==> src/rtl/restoring_divider_16_bit.sv <==
// Iterative 16-bit unsigned restoring divider, one quotient bit per clock.
// Trial subtraction uses a 16-bit carry-lookahead adder (R + ~D + 1).
module restoring_divider_16_bit (
  input  logic        Clk,
  input  logic        Reset,
  input  logic        Start_In,
  input  logic [15:0] Dividend_In,
  input  logic [15:0] Divisor_In,
  output logic [15:0] Quotient_Out,
  output logic [15:0] Remainder_Out,
  output logic        Busy_Out,
  output logic        Done_Out,
  output logic        Div_By_Zero_Out
);

  localparam logic [1:0] ST_IDLE = 2'd0;
  localparam logic [1:0] ST_RUN  = 2'd1;
  localparam logic [1:0] ST_DONE = 2'd2;

  logic [1:0]  state_r;
  logic [15:0] quo_r;
  logic [15:0] rem_r;
  logic [15:0] dvsr_r;
  logic [3:0]  count_r;
  logic        zero_r;

  logic [16:0] trial_s;
  logic [16:0] sum_s;
  logic        fits_s;
  logic [15:0] rem_next_s;
  logic [15:0] quo_next_s;

  // Two-level lookahead: 4-bit groups, group carries resolved from cin.
  function automatic logic [16:0] cla16(input logic [15:0] a, input logic [15:0] b,
                                        input logic cin);
    logic [15:0] g;
    logic [15:0] p;
    logic [16:0] c;
    logic [3:0]  gg;
    logic [3:0]  gp;
    logic [4:0]  gc;
    g = a & b;
    p = a ^ b;
    for (int k = 0; k < 4; k++) begin
      gg[k] = g[4*k+3] | (p[4*k+3] & g[4*k+2]) | (p[4*k+3] & p[4*k+2] & g[4*k+1])
            | (p[4*k+3] & p[4*k+2] & p[4*k+1] & g[4*k]);
      gp[k] = &p[4*k +: 4];
    end
    gc[0] = cin;
    for (int k = 0; k < 4; k++) begin
      gc[k+1] = gg[k] | (gp[k] & gc[k]);
    end
    for (int k = 0; k < 4; k++) begin
      c[4*k] = gc[k];
      for (int j = 0; j < 3; j++) begin
        c[4*k+j+1] = g[4*k+j] | (p[4*k+j] & c[4*k+j]);
      end
    end
    c[16] = gc[4];
    return {c[16], p ^ c[15:0]};
  endfunction

  // Trial subtraction and restore decision for one iteration.
  always_comb begin
    trial_s = {rem_r, quo_r[15]};
    sum_s   = cla16(trial_s[15:0], ~dvsr_r, 1'b1);
    fits_s  = trial_s[16] | sum_s[16];
    if (fits_s) begin
      rem_next_s = sum_s[15:0];
    end else begin
      rem_next_s = trial_s[15:0];
    end
    quo_next_s = {quo_r[14:0], fits_s};
  end

  // Control FSM, datapath registers and registered result outputs.
  always_ff @(posedge Clk) begin
    if (Reset) begin
      state_r         <= ST_IDLE;
      quo_r           <= 16'd0;
      rem_r           <= 16'd0;
      dvsr_r          <= 16'd0;
      count_r         <= 4'd0;
      zero_r          <= 1'b0;
      Quotient_Out    <= 16'd0;
      Remainder_Out   <= 16'd0;
      Busy_Out        <= 1'b0;
      Done_Out        <= 1'b0;
      Div_By_Zero_Out <= 1'b0;
    end else begin
      case (state_r)
        ST_IDLE, ST_DONE: begin
          Done_Out <= 1'b0;
          if (Start_In) begin
            quo_r           <= Dividend_In;
            rem_r           <= 16'd0;
            dvsr_r          <= Divisor_In;
            count_r         <= 4'd0;
            zero_r          <= (Divisor_In == 16'd0);
            Busy_Out        <= 1'b1;
            Div_By_Zero_Out <= 1'b0;
            state_r         <= ST_RUN;
          end else begin
            state_r <= ST_IDLE;
          end
        end
        ST_RUN: begin
          // A zero divisor spends its single busy cycle here without iterating.
          if (zero_r) begin
            Quotient_Out    <= 16'hFFFF;
            Remainder_Out   <= quo_r;
            Div_By_Zero_Out <= 1'b1;
            Done_Out        <= 1'b1;
            Busy_Out        <= 1'b0;
            state_r         <= ST_DONE;
          end else begin
            quo_r   <= quo_next_s;
            rem_r   <= rem_next_s;
            count_r <= count_r + 4'd1;
            if (count_r == 4'd15) begin
              Quotient_Out  <= quo_next_s;
              Remainder_Out <= rem_next_s;
              Done_Out      <= 1'b1;
              Busy_Out      <= 1'b0;
              state_r       <= ST_DONE;
            end else begin
              state_r <= ST_RUN;
            end
          end
        end
        default: begin
          state_r  <= ST_IDLE;
          Busy_Out <= 1'b0;
          Done_Out <= 1'b0;
        end
      endcase
    end
  end

endmodule
==> config.mk <==
export PLATFORM = sky130hd
export DESIGN_NAME = restoring_divider_16_bit
export DESIGN_NICKNAME = d
export VERILOG_FILES = /design/src/rtl/restoring_divider_16_bit.sv
export SDC_FILE = /design/constraint.sdc
export NUM_CORES = 1
export LEC_CHECK = 0
export BUFFER_PORTS_ARGS = -buffer_cell sky130_fd_sc_hd__buf_4
export CORE_MARGIN = 5
export CORE_UTILIZATION = 35
export DETAILED_ROUTE_END_ITERATION = 8
export PLACE_DENSITY = 0.57
export RECOVER_POWER = 25
export SYNTH_ARGS = -nofsm -noshare
export SYNTH_HDL_FRONTEND = slang
export SYNTH_SLANG_ARGS = --single-unit
==> constraint.sdc <==
create_clock -name Clk -period 2.9 [get_ports Clk]
set_input_delay 0.87 -clock Clk [delete_from_list [all_inputs] [get_ports Clk]]
set_output_delay 0.87 -clock Clk [all_outputs]
set_load 0.1 [all_outputs]
## After elaboration in Yosys (flattened, before gate mapping)

Cells that the tools add are included.

| storage, ports and cells | value |
|---|---|
| flip-flop bits (word level) | 90 |
| input bits | 35 |

| operators by class | value |
|---|---|
| add/sub/neg operators | 1 |
| equal/unequal tests | 7 |
| muxes and demuxes | 27 |
| bitwise operators | 68 |
| reduce and logical (&&, ||, !) cells | 15 |

Operators by type and width:

| kind | number |
|---|---|
| $mux 16 | 9 |
| $pmux 16 s2 | 2 |
| $and 1x1->1 | 34 |
| $xor 16x16->16 | 2 |
| $or 1x1->1 | 29 |
| $and 16x16->16 | 1 |
| $logic_not 16->1 | 1 |
| $not 16->16 | 1 |
| $reduce_and 4->1 | 4 |
| $mux 1 | 8 |
| $mux 4 | 2 |
| $pmux 4 s2 | 1 |
| $ne 2x2->1 const B | 3 |
| $reduce_and 2->1 | 3 |
| $reduce_and 3->1 | 2 |
| $add 4x1->4 const B | 1 |
| $eq 4x4->1 const B | 1 |
| $mux 2 | 2 |
| $pmux 1 s2 | 2 |
| $pmux 2 s2 | 1 |
| $reduce_bool 2->1 | 2 |
| $reduce_or 2->1 | 2 |
| $ne 3x3->1 const B | 1 |
| $eq 2x1->1 const B | 1 |
| 3 further kinds | 3 |

## Depth between registers and ports, before layout

Gate-level depths: netlist of run 1.

| logic depth | value |
|---|---|
| depth after elaboration | 21 |
| gate-level depth with buffers | 13 |

## Worst setup path after synthesis of run 1

OpenSTA, ideal clock, no wires.

| timing path | value |
|---|---|
| path type | register to register |
| start point | reg quo_r[15] |
| end point | reg Remainder_Out[14] |
| library setup time | 0.070 ns |
| data arrival time | 2.838 ns |
| required time | 2.830 ns |
| slack | -0.008 ns |
| cell stages (with the launch flop) | 14 |
| path buffers | 0 |
| clock period less this slack | 2.908 ns |
| cells stage by stage | dfxtp_1 -> inv_1 -> ha_1 -> o21ai_1 -> a221oi_2 -> o21a_2 -> a311o_1 -> fa_1 -> inv_1 -> fa_1 -> fa_1 -> o211ai_1 -> o211ai_1 -> a21oi_1 |

| between the ends | value |
|---|---|
| word-level cells in the longest chain between the ends | 16 |
| elaborated cells on any way between the ends | 21 |
| classes of those cells | 3 x mux; 17 x bitwise; 1 x reduce/logical |

Ends and longest elaborated chain:

| item | line | text |
|---|---|---|
| start, declared | 21 | `logic [15:0] quo_r;` |
| start signal, assigned | 95 | `quo_r <= Dividend_In;` |
| start signal, assigned | 117 | `quo_r <= quo_next_s;` |
| $and 16x16->16 | 42 | `g = a & b;` |
| $and 1x1->1 | 46 | `\| (p[4*k+3] & p[4*k+2] & p[4*k+1] & g[4*k]);` |
| $or 1x1->1 | 46 |  |
| $or 1x1->1 * | 51 | `gc[k+1] = gg[k] \| (gp[k] & gc[k]);` |
| $and 1x1->1 * | 51 |  |
| $or 1x1->1 * | 51 |  |
| $and 1x1->1 * | 51 |  |
| $or 1x1->1 * | 51 |  |
| $and 1x1->1 | 56 | `c[4*k+j+1] = g[4*k+j] \| (p[4*k+j] & c[4*k+j]);` |
| $or 1x1->1 | 56 |  |
| $and 1x1->1 | 56 |  |
| $or 1x1->1 | 56 |  |
| $xor 16x16->16 | 60 | `return {c[16], p ^ c[15:0]};` |
| $mux 16 * | 68 | `if (fits_s) begin` |
| $mux 16 * | 120 | `if (count_r == 4'd15) begin` |
| $mux 16 * | 109 | `if (zero_r) begin` |
| end signal, assigned | 111 | `Remainder_Out <= quo_r;` |
| end signal, assigned | 122 | `Remainder_Out <= rem_next_s;` |
| end, declared | 10 | `output logic [15:0] Remainder_Out,` |

Every way passes the cells marked *; elsewhere a longest branch is shown, timed or not. The select of a mux whose other input is x is not followed.
A chain may end at the register's enable or synchronous reset.

## Worst setup path in the final report of run 1

Same ends and word-level chain as after synthesis.

==> results of run 1 <==
cell families after synthesis:
family | share of synthesized area, %
adders and majority gates | 10.34
xor gates and xnor gates | 1.220
DFF | 41.82
and+or+nand+nor | 13.91
buffers and inverters | 5.489
muxes | 6.361
AOI/OAI and AO/OA | 20.85
state kept, by name, summed over array words and instances, names as in the netlist:
name             cells
Quotient_Out        16
Remainder_Out       16
dvsr_r              16
quo_r               16
rem_r               16
count_r              4
state_r              2
Busy_Out             1
Div_By_Zero_Out      1
Done_Out             1
zero_r               1
report_power, final:
part / internal (mW) / leakage (nW) / switching, mW
clock network: 0.693 / 0.142 / 0.498
logic: 0.827 / 1.27 / 1.06
registers: 1.34 / 0.737 / 0.123
total: 2.86 / 2.15 / 1.68
per-stage QoR:
step / TNS (ns) / power (mW) / setup slack, ns
after floorplan: 0 / 2.835 / 0.009886
after global placement: 0 / 3.216 / 0.01122
after detailed placement: -0.2411 / 3.261 / -0.08153
after CTS: 0 / 4.485 / 0.02218
after global routing: -0.5014 / 4.863 / -0.1643
final: 0 / 4.542 / 0.04669
layout make-up:
| type | count | share of cell area [%] |
|---|---|---|
| clock buffers | 10 | 4.312 |
| clock inverters | 5 | 1.129 |
| inverters | 27 | 1.828 |
| multi-input cells | 334 | 43.79 |
| flip-flops and latches | 90 | 32.75 |
| well taps | 168 | 3.792 |
| repair buffers | 93 | 12.39 |
per-layer routing:
layer  up-vias  global-route usage [%]  share of wire [%]
met2        63                   27.47                 50
met4         0                   7.436                2.4
met3        16                   2.098                3.2
li1       1864                       -                  -
met1      1819                   20.75                 44
met5         -                       0                  0
layout by cell type, fill, tap and decap left out, types with 5 or more instances in the layout:
cell / count
dfxtp_2: 11
fa_2: 5
buf_4: 90
nor2_1: 46
inv_2: 7
ha_4: 9
nor4_1: 5
o221a_2: 7
a221oi_1: 8
nor3_1: 13
fa_1: 6
a211oi_1: 23
o21ai_1: 16
a21oi_1: 34
dfxtp_1: 79
a22oi_1: 7
clkbuf_16: 9
ha_1: 9
inv_1: 20
o21ai_0: 9
mux2i_1: 26
nand2_1: 59
o211ai_1: 8
how the worst max path moves through the flow:
stage	from	endpoint	slack (ns)
finish	quo_r[15]$_SDFFE_PP0P_	Remainder_Out[14]$_SDFFE_PP0P_	0.05
global route	dvsr_r[3]$_SDFFE_PP0P_	Remainder_Out[14]$_SDFFE_PP0P_	-0.16
CTS	quo_r[15]$_SDFFE_PP0P_	Remainder_Out[14]$_SDFFE_PP0P_	0.02
detailed placement	quo_r[15]$_SDFFE_PP0P_	rem_r[14]$_SDFFE_PP0P_	-0.08
global placement	quo_r[15]$_SDFFE_PP0P_	Remainder_Out[14]$_SDFFE_PP0P_	0.01
floorplan	quo_r[15]$_SDFFE_PP0P_	Remainder_Out[14]$_SDFFE_PP0P_	0.01
what timing repair did:
item / 4_1_cts / 5_1_grt
hold endpoints to repair: 0 / 0
pin swaps: 5 / 3
resized for setup: 13 / 31
endpoints found under the setup margin: 6 / 11
worst max-delay path, stage by stage, from the launching register on:
cell      delay [ns]
dfxtp_2         0.32
buf_4           0.15
ha_4            0.16
o21ai_4         0.16
a221oi_2        0.09
o21a_2          0.22
a311o_1         0.29
fa_2            0.34
inv_2           0.06
fa_2            0.18
fa_2            0.43
o211ai_1        0.11
o211ai_1        0.12
a21oi_1         0.15
==> impl_results.md, run 1 <==
- Status: complete, no violations
- Final Max Tran Viols: 0
- Post-Syn Instances: 482
- Drt drc: 0
- WS Path Type: flop to flop
- Worst setup EP type: flop
- Final Cycle Share: 98.39%
- Hold slack: 0.4540 ns
- Hold_buf cts: 0
- Cell leakage power: 2.153 nW
- Chip width: 120.9 µm
- Root buf cell: clkbuf_16
- DRT iter0 DRCs: 325
- Hpwl dp: 8567 µm
- Placer Congestion: 0.7327
- Reg-to-Reg End: Remainder_Out[14]$_SDFFE_PP0P_
- Worst-Margin Slew: 1.253 ns
- Final antenna-violating net count: 0
- Top FF cell, synth: dfxtp_1
- Clock Path Buffers: 2
- Hold WC Path Type: flop to flop
- Post-layout instance area: 5543 µm²
- Sequential cell area: 1815 µm²
- Core area: 12,060 µm²
- Maxcap violations: 0
- DRT Pass-1 Iters: 4
- Largest net degree at the start of global routing: 43
- Hold path start: dvsr_r[4]$_SDFFE_PP0P_
- Multi-input logic area: 2427 µm²
- Top cell type's share of synthesized area: 41.82%
- Via/cell ratio: 5.175
- Fin util: 45.95%
- Worst r2r src: quo_r[15]$_SDFFE_PP0P_
- Std-Cell Rows: 40
- TritonCTS buffer count: 9
- Top cells by area, synth: dfxtp_1 42%, mux2i_1 6.0%, ha_1 5.2%
- CP required: 3.16 ns
- Syn. warnings: 0
- Hold endpoint: dvsr_r[4]$_SDFFE_PP0P_
- Hold path depth: 2
- Vias: 3,762
- Total setup buffers inserted after CTS: 0
- ANT cells: 0
- Critical path startpoint category: flop
- Register area share after synthesis: 41.82%
- Worst rel slew slack: 16.48%
- First-pass GRT wire length: 18,910 µm
- Area post-placement: 5085 µm²
- RSZ-0062 raised after global routing: yes
- Die height: 120.9 µm
- Post-Syn Area: 4308 µm²
- Post-synth EDFFs: 0
- Area growth syn-to-layout: 28.67%
- Vias in the first global route: 3,773
- Final WL: 11,830 µm
- CTS tree: done
- Final setup vio count: 0
- FF-to-FF setup slack: 0.05 ns
- Die area: 14,630 µm²
- Max Clock Skew: 0.007434 ns
- Seq cells post-synth: 90
- Clock sink total: 90
- CP Max Fanout: 4
- Synthesized area per cell: 8.938 µm²
- # fillers: 1,178
- Worst vdd ir: 629.1 µV
- Final critical-path required period: 2.853 ns
- Synth area leader: dfxtp_1
- H-tree levels: 3
- Clock latency on the worst-skew pair: 0.34 ns
- Port Buffers: 69
- Cell variety after synth: 43
- Total congestion overflow: 0
- Nets: 619
- Top-count cell post-synth: dfxtp_1
- Starting Density: 35.72%
- Post-Place Cells: 712
- CTS clk-pin slew, worst paths: 0.06 ns
- Layout cell share with drive strength beyond 1: 28.09%
- Final hold vios: 0
- CP arrival: 3.12 ns
- GRT Total Usage: 16.31%
- Initial antenna violation count: 0
- List of most frequent post-synthesis cells: 90 x dfxtp_1, 59 x nand2_1, 46 x nor2_1, 35 x a21oi_1, 27 x inv_1
- Asr flop ratio synth: 0%
- PwrDens: 819.4 nW/µm²
- Post-synth net total: 546
- Non-filler instance count after layout: 727
- Reg2reg path depth: 13
- Io pins: 70
- Achievable Freq: 350.5 MHz
- Routed WL per cell: 16.27 µm
No activity file was read; power rests on OpenSTA's default activity.
==> inputs of run 2 (changes only) <==
--- a/config.mk
+++ b/config.mk
@@ -6,10 +6,12 @@
 export NUM_CORES = 1
 export LEC_CHECK = 0
 export BUFFER_PORTS_ARGS = -buffer_cell sky130_fd_sc_hd__buf_4
+export CELL_PAD_IN_SITES_DETAIL_PLACEMENT = 2
+export CELL_PAD_IN_SITES_GLOBAL_PLACEMENT = 2
 export CORE_MARGIN = 5
-export CORE_UTILIZATION = 35
+export CORE_UTILIZATION = 31
 export DETAILED_ROUTE_END_ITERATION = 8
-export PLACE_DENSITY = 0.57
+export PLACE_DENSITY = 0.77
 export RECOVER_POWER = 25
 export SYNTH_ARGS = -nofsm -noshare
 export SYNTH_HDL_FRONTEND = slang
==> run 2 against run 1 <==
Global-route usage is 2.3 points higher. Critical path depth unchanged. Register-to-register slack worse by 0.12 ns. Via count rose by 3.8%. Largest cell class unchanged. Largest power group unchanged. Highest routed layer unchanged. Critical endpoint unchanged. The run now ends with negative setup slack left.
==> impl_results.md, run 2 (same netlist as run 1, synthesis figures left out) <==
- Status: complete, but fails checks
- Failing checks: negative setup slack
- Sw Share: 39.82% (+2.9 points)
- Final antenna-violating net count: 0 (unchanged)
- Vias in the first global route: 4,420 (+17%)
- Critical-path cell list: buf_6, ha_4, o21ai_4, a221oi_2, o21a_2, a311o_1, fa_2, inv_2, fa_2, fa_2, o211ai_1, o211ai_1, a21oi_1
- Dpl ws: -0.2284 ns (-0.1469 ns)
- Largest net degree at the start of global routing: 31 (-28%)
- CP delay by family, top: compound AO/OA/AOI/OAI gates
- Drt drc: 0 (unchanged)
- Final WL: 15,170 µm (+28%)
- Final critical-path required period: 2.969 ns (+0.1160 ns)
- Sw Pwr: 1.871 mW (+11%)
- First-pass GRT wire length: 23,770 µm (+26%)
- Hold_buf cts: 0 (unchanged)
- Core area: 13,770 µm² (+14%)
- Clock Path Buffers: 2 (unchanged)
- Nets: 624 (+0.81%)
- PwrDens: 843.9 nW/µm² (+3.0%)
- Worst rel slew slack: 14.25% (-2.2 points)
- Non-filler instance count after layout: 744 (+2.3%)
- Worst r2r src: quo_r[15]$_SDFFE_PP0P_
- TritonCTS buffer count: 9 (unchanged)
- Post-Place Cells: 723 (+1.5%)
- Vias: 3,905 (+3.8%)
- Gate power share: 44.8% (+3.3 points)
- CP required: 3.18 ns (+0.02 ns)
- Std-Cell Rows: 43 (+7.5%)
- WP depth: 13 (unchanged)
- Area growth syn-to-layout: 29.28%
- Fin util: 40.43% (-5.5 points)
- Sequential cell area: 1823 µm² (+0.41%)
- Io pins: 70 (unchanged)
- Placer Congestion: 0.7724 (+5.4%)
- Worst setup EP type: flop
- Hold WC Path Type: flop to flop
- # fillers: 1,536 (+30%)
- Bufs and invs on worst path: 2 (unchanged)
- H-tree levels: 3 (unchanged)
- Setup crit end: Remainder_Out[14]$_SDFFE_PP0P_
- Clock latency on the worst-skew pair: 0.36 ns (+0.02 ns)
- Commonest non-fill, non-tap cell in the layout: buf_4
- Initial antenna violation count: 0 (unchanged)
- Internal: 2.828 mW (-1.2%)
- Final Max Tran Viols: 0 (unchanged)
- Cell leakage power: 2.170 nW (+0.80%)
- Worst vdd ir: 392.9 µV (-38%)
- RSZ-0062 raised after global routing: yes
- Maxcap violations: 0 (unchanged)
- Achievable Freq: 336.8 MHz (-3.9%)
- CP Max Fanout: 4 (unchanged)
- Worst-Margin Slew: 1.282 ns (+0.02878 ns)
- CTS tree: done
- Critical path startpoint category: flop
- Worst path most repeated cell: fa_2
- Routed WL per cell: 20.38 µm (+25%)
- Post-route setup slack: -0.06930 ns (-0.1160 ns)
- GRT Total Usage: 18.63% (+2.3 points)
- FF-to-FF setup slack: -0.07 ns (-0.12 ns)
- Worst Setup SP: quo_r[15]$_SDFFE_PP0P_
- Reg2reg path depth: 13 (unchanged)
- Total congestion overflow: 0 (unchanged)
- Root buf cell: clkbuf_16
- Multi-input logic area: 2427 µm² (unchanged)
- Final Cycle Share: 102.4% (+4.0 points)
- CP arrival: 3.25 ns (+0.13 ns)
- WS Path Type: flop to flop
- Chip width: 127.9 µm (+5.7%)
- CTS clk-pin slew, worst paths: 0.07 ns (about the same)
- Clk pwr share: 23.6% (-2.6 points)
- Clock sink total: 90 (unchanged)
- Layout cell share with drive strength beyond 1: 30.32% (+2.2 points)
- Slowest cell on crit path: fa_2
- Area post-placement: 5092 µm² (+0.15%)
- Hpwl dp: 10,640 µm (+24%)
- Post-layout instance area: 5569 µm² (+0.47%)
- Reg-to-Reg End: Remainder_Out[14]$_SDFFE_PP0P_
- Commonest non-fill, non-tap cells in the layout: 93 x buf_4, 75 x dfxtp_1, 59 x nand2_1, 46 x nor2_1, 33 x a21oi_1
- DRT iter0 DRCs: 280 (-14%)
- Final hold vios: 0 (unchanged)
- Final setup vio count: 2 (+2)
- Port Buffers: 69 (unchanged)
- Max incr delay on CP: 0.43 ns (about the same)
- Max Clock Skew: 0.008854 ns (+0.001420 ns)
- Via/cell ratio: 5.249 (+1.4%)
- Die height: 127.9 µm (+5.7%)
- ANT cells: 0 (unchanged)
- Sequential power share: 31.5% (-0.8 points)
- Die area: 16,350 µm² (+12%)
- DRT Pass-1 Iters: 4 (unchanged)
- Starting Density: 31.28% (-4.4 points)
-- run 2: changes by cell type in the layout (fill, tap and decap cells not counted), moves of 3 or more --
cell      before  now
buf_4         90   93
dfxtp_2       11   14
clkinv_2       0    3
dfxtp_1       79   75
-- run 2: layout make-up --
type	count	share of cell area, %
inverter	27	1.820
multi-input combinational	334	43.59
tap	180	4.044
sequential	90	32.73
clock inverter	6	0.7414
clock buffer	9	4.044
timing repair buffer	98	13.03
-- run 2: worst register-to-register path: stages, from the launching register on --
cell,delay (ns)
dfxtp_2,0.34
buf_6,0.13
ha_4,0.16
o21ai_4,0.15
a221oi_2,0.09
o21a_2,0.23
a311o_1,0.30
fa_2,0.35
inv_2,0.06
fa_2,0.19
fa_2,0.43
o211ai_1,0.12
o211ai_1,0.13
a21oi_1,0.21
-- run 2: power groups by stage --
stage               logic, mW  registers [mW]  clock network [mW]
global placement         1.75            1.48                   0
finish                   2.11            1.48                1.11
floorplan                1.38            1.46                   0
global route             2.26            1.50                1.19
CTS                      2.02            1.48                1.13
detailed placement       1.88            1.49                   0
-- run 2: how the worst min path moves through the flow --
stage	start	to	cells past startpoint
3_5_place_dp	dvsr_r[11]$_SDFFE_PP0P_	dvsr_r[11]$_SDFFE_PP0P_	2
4_1_cts	dvsr_r[4]$_SDFFE_PP0P_	dvsr_r[4]$_SDFFE_PP0P_	2
6_report	dvsr_r[4]$_SDFFE_PP0P_	dvsr_r[4]$_SDFFE_PP0P_	2
5_1_grt	dvsr_r[15]$_SDFFE_PP0P_	dvsr_r[15]$_SDFFE_PP0P_	2
2_1_floorplan	dvsr_r[11]$_SDFFE_PP0P_	dvsr_r[11]$_SDFFE_PP0P_	2
3_3_place_gp	dvsr_r[4]$_SDFFE_PP0P_	dvsr_r[4]$_SDFFE_PP0P_	2
-- run 2: repair_timing --
action	in CTS	in global routing
gates resized for setup	44	12
cloned	0	0
setup buffers	3	3
endpoints found under the setup margin	12	12
endpoints found under the hold margin	0	0
pin swaps	15	11
-- run 2: layer usage --
metal  up-vias  GRT usage (%)  part of all wire (%)
met4         0          6.617                   2.1
met1      1974          21.33                    41
met5         -              0                     0
met2        50          34.60                    54
li1       1860              -                     -
met3        21          3.208                   2.6
-- run 2: through the flow --
| stage | power (mW) | TNS [ns] | hold slack (ns) |
|---|---|---|---|
| 3_3_place_gp | 3.232 | -0.05825 | 0.4489 |
| 6_report | 4.700 | -0.08684 | 0.4555 |
| 4_1_cts | 4.629 | -0.3430 | 0.4621 |
| 3_5_place_dp | 3.366 | -1.106 | 0.4574 |
| 2_1_floorplan | 2.835 | 0 | 0.4363 |
| 5_1_grt | 4.945 | -0.5547 | 0.4874 |
==> inputs of run 3 (changes only) <==
--- a/config.mk
+++ b/config.mk
@@ -9,9 +9,9 @@
 export CELL_PAD_IN_SITES_DETAIL_PLACEMENT = 2
 export CELL_PAD_IN_SITES_GLOBAL_PLACEMENT = 2
 export CORE_MARGIN = 5
-export CORE_UTILIZATION = 31
+export CORE_UTILIZATION = 30
 export DETAILED_ROUTE_END_ITERATION = 8
-export PLACE_DENSITY = 0.77
+export PLACE_DENSITY = 0.75
 export RECOVER_POWER = 25
 export SYNTH_ARGS = -nofsm -noshare
 export SYNTH_HDL_FRONTEND = slang
==> run 3 against run 2 <==
The flow now finishes without violations. Clock-buffer cell count increased by 1. Worst hold slack improved by 0.0096 ns. Die area increased by 3.1%. Flip-flop and latch count unchanged. Total power decreased by 1.5%. Fmax increased by 3.0%. Core utilization decreased by 0.85 points. Global-route usage decreased by 0.87 points. Wire length decreased by 2.0%. Critical endpoint unchanged. Largest power group unchanged.
==> impl_results.md, run 3 (same netlist as run 1, synthesis figures left out) <==
- Status: complete, no violations
- CTS clk-pin slew, worst paths: 0.06 ns (about the same)
- Hold_buf cts: 0 (unchanged)
- Drt drc: 0 (unchanged)
- Layout cell share with drive strength beyond 1: 27.81% (-2.5 points)
- Sw Share: 39.05% (-0.77 points)
- Io pins: 70 (unchanged)
- Core area: 13,990 µm² (+1.6%)
- Achievable Freq: 347.0 MHz (+3.0%)
- DRT iter0 DRCs: 225 (-20%)
- Worst-Margin Slew: 1.175 ns (-0.1069 ns)
- Chip width: 129.8 µm (+1.5%)
- Final Max Tran Viols: 0 (unchanged)
- Vias: 3,921 (+0.41%)
- Initial antenna violation count: 0 (unchanged)
- Final antenna-violating net count: 0 (unchanged)
- Root buf cell: clkbuf_16
- Fin util: 39.59% (-0.85 points)
- Cell leakage power: 2.136 nW (-1.6%)
- Worst rel slew slack: 22.03% (+7.8 points)
- TritonCTS buffer count: 9 (unchanged)
- Placer Congestion: 0.7973 (+3.2%)
- Worst setup EP type: flop
- CTS tree: done
- Hold slack: 0.4651 ns (+0.009555 ns)
- Final WL: 14,870 µm (-2.0%)
- Internal: 2.821 mW (-0.28%)
- Setup TNS: 0 ns (+0.08684 ns)
- Critical path startpoint category: flop
- Area post-placement: 5092 µm² (unchanged)
- ANT cells: 0 (unchanged)
- H-tree levels: 3 (unchanged)
- Max Clock Skew: 0.01137 ns (+0.002520 ns)
- WS Path Type: flop to flop
- Total congestion overflow: 0 (unchanged)
- Sequential power share: 32.0% (+0.5 points)
- Hold WC Path Type: flop to flop
- PwrDens: 835.7 nW/µm² (-0.97%)
- Final critical-path required period: 2.882 ns (-0.08774 ns)
- Commonest non-fill, non-tap cell in the layout: buf_4
- # fillers: 1,562 (+1.7%)
- First-pass GRT wire length: 23,290 µm (-2.0%)
- Port Buffers: 69 (unchanged)
- Area growth syn-to-layout: 28.55%
- Post-layout instance area: 5538 µm² (-0.56%)
- Die height: 129.8 µm (+1.5%)
- Clock latency on the worst-skew pair: 0.35 ns (about the same)
- Final hold vios: 0 (unchanged)
- Max incr delay on CP: 0.41 ns (-0.02 ns)
- Gate power share: 43.1% (-1.7 points)
- CP Max Fanout: 2 (-2)
- Final Cycle Share: 99.36% (-3.0 points)
- Commonest non-fill, non-tap cells in the layout: 86 x buf_4, 79 x dfxtp_1, 59 x nand2_1, 45 x nor2_1, 33 x a21oi_1
- Sw Pwr: 1.807 mW (-3.4%)
- Clock sink total: 90 (unchanged)
- Starting Density: 30.80% (-0.48 points)
- Worst vdd ir: 562.3 µV (+43%)
- Hpwl dp: 10,590 µm (-0.48%)
- Slowest cell on crit path: fa_1
- FF-to-FF setup slack: 0.02 ns (+0.09 ns)
- CP required: 3.17 ns (about the same)
- Critical-path cell list: inv_2, ha_4, o21ai_4, a221oi_2, o21a_2, a311o_1, fa_2, inv_2, fa_2, fa_1, o211ai_1, o211ai_1, a21oi_1
- Final setup vio count: 0 (-2)
- Routed WL per cell: 20.06 µm (-1.6%)
- Largest net degree at the start of global routing: 39 (+26%)
- Maxcap violations: 0 (unchanged)
- DRT Pass-1 Iters: 4 (unchanged)
- Post-route setup slack: 0.01844 ns (+0.08774 ns)
- RSZ-0062 raised after global routing: yes
- GRT Total Usage: 17.77% (-0.87 points)
- Dpl ws: -0.1840 ns (+0.04439 ns)
- Die area: 16,860 µm² (+3.1%)
- Std-Cell Rows: 43 (unchanged)
- Nets: 620 (-0.64%)
- Via/cell ratio: 5.291 (+0.82%)
- Clk pwr share: 24.9% (+1.3 points)
- CP arrival: 3.15 ns (-0.10 ns)
- Clock Path Buffers: 2 (unchanged)
- Vias in the first global route: 4,342 (-1.8%)
==> run 3: cell type report <==
| type | instances | area, µm² | area share, % |
|---|---|---|---|
| sequential | 90 | 1815 | 32.78 |
| tap | 180 | 225.2 | 4.067 |
| timing repair buffer | 94 | 676.9 | 12.22 |
| inverter | 27 | 101.3 | 1.830 |
| clock inverter | 6 | 48.80 | 0.8812 |
| clock buffer | 10 | 239.0 | 4.315 |
| multi-input combinational | 334 | 2431 | 43.90 |
==> run 3: final timing paths <==
path	startpoint	endpoint	cells after the start
worst min-delay path	dvsr_r[4]$_SDFFE_PP0P_	dvsr_r[4]$_SDFFE_PP0P_	2
worst min register to register	dvsr_r[4]$_SDFFE_PP0P_	dvsr_r[4]$_SDFFE_PP0P_	2
worst max register to register	quo_r[15]$_SDFFE_PP0P_	Remainder_Out[14]$_SDFFE_PP0P_	13
worst max-delay path	quo_r[15]$_SDFFE_PP0P_	Remainder_Out[14]$_SDFFE_PP0P_	13
==> run 3: through the flow <==
stage          power [mW]  instances
3_5_place_dp        3.334        723
6_report            4.628        741
3_3_place_gp        3.233        723
4_1_cts             4.563        739
5_1_grt             4.941        741
2_1_floorplan       2.835        482
==> run 3: routing by layer <==
layer  wire (µm)  track usage [%]
met3         297            2.333
met5           0                0
met4         285            6.235
met2        7990            32.12
met1        6292            21.63
==> run 3: repair_timing <==
item	in CTS	in global routing
buffers inserted	0	2
gates resized for setup	22	24
setup endpoints to repair	10	10
pin swaps	11	6
==> run 3: critical path, delay by kind of cell (launching register included) <==
family	cells	cell delay [ns]
flip-flops	1	0.34
adder cells (fa/ha/maj)	4	1.18
AO/OA/AOI/OAI	7	1.18
buffers and inverters	2	0.12
==> run 3: power by group through the flow <==
stage	clock network (mW)	registers [mW]	logic, mW
floorplan	0	1.46	1.38
global placement	0	1.48	1.75
detailed placement	0	1.49	1.84
CTS	1.18	1.47	1.92
global route	1.22	1.50	2.22
finish	1.15	1.48	2.00
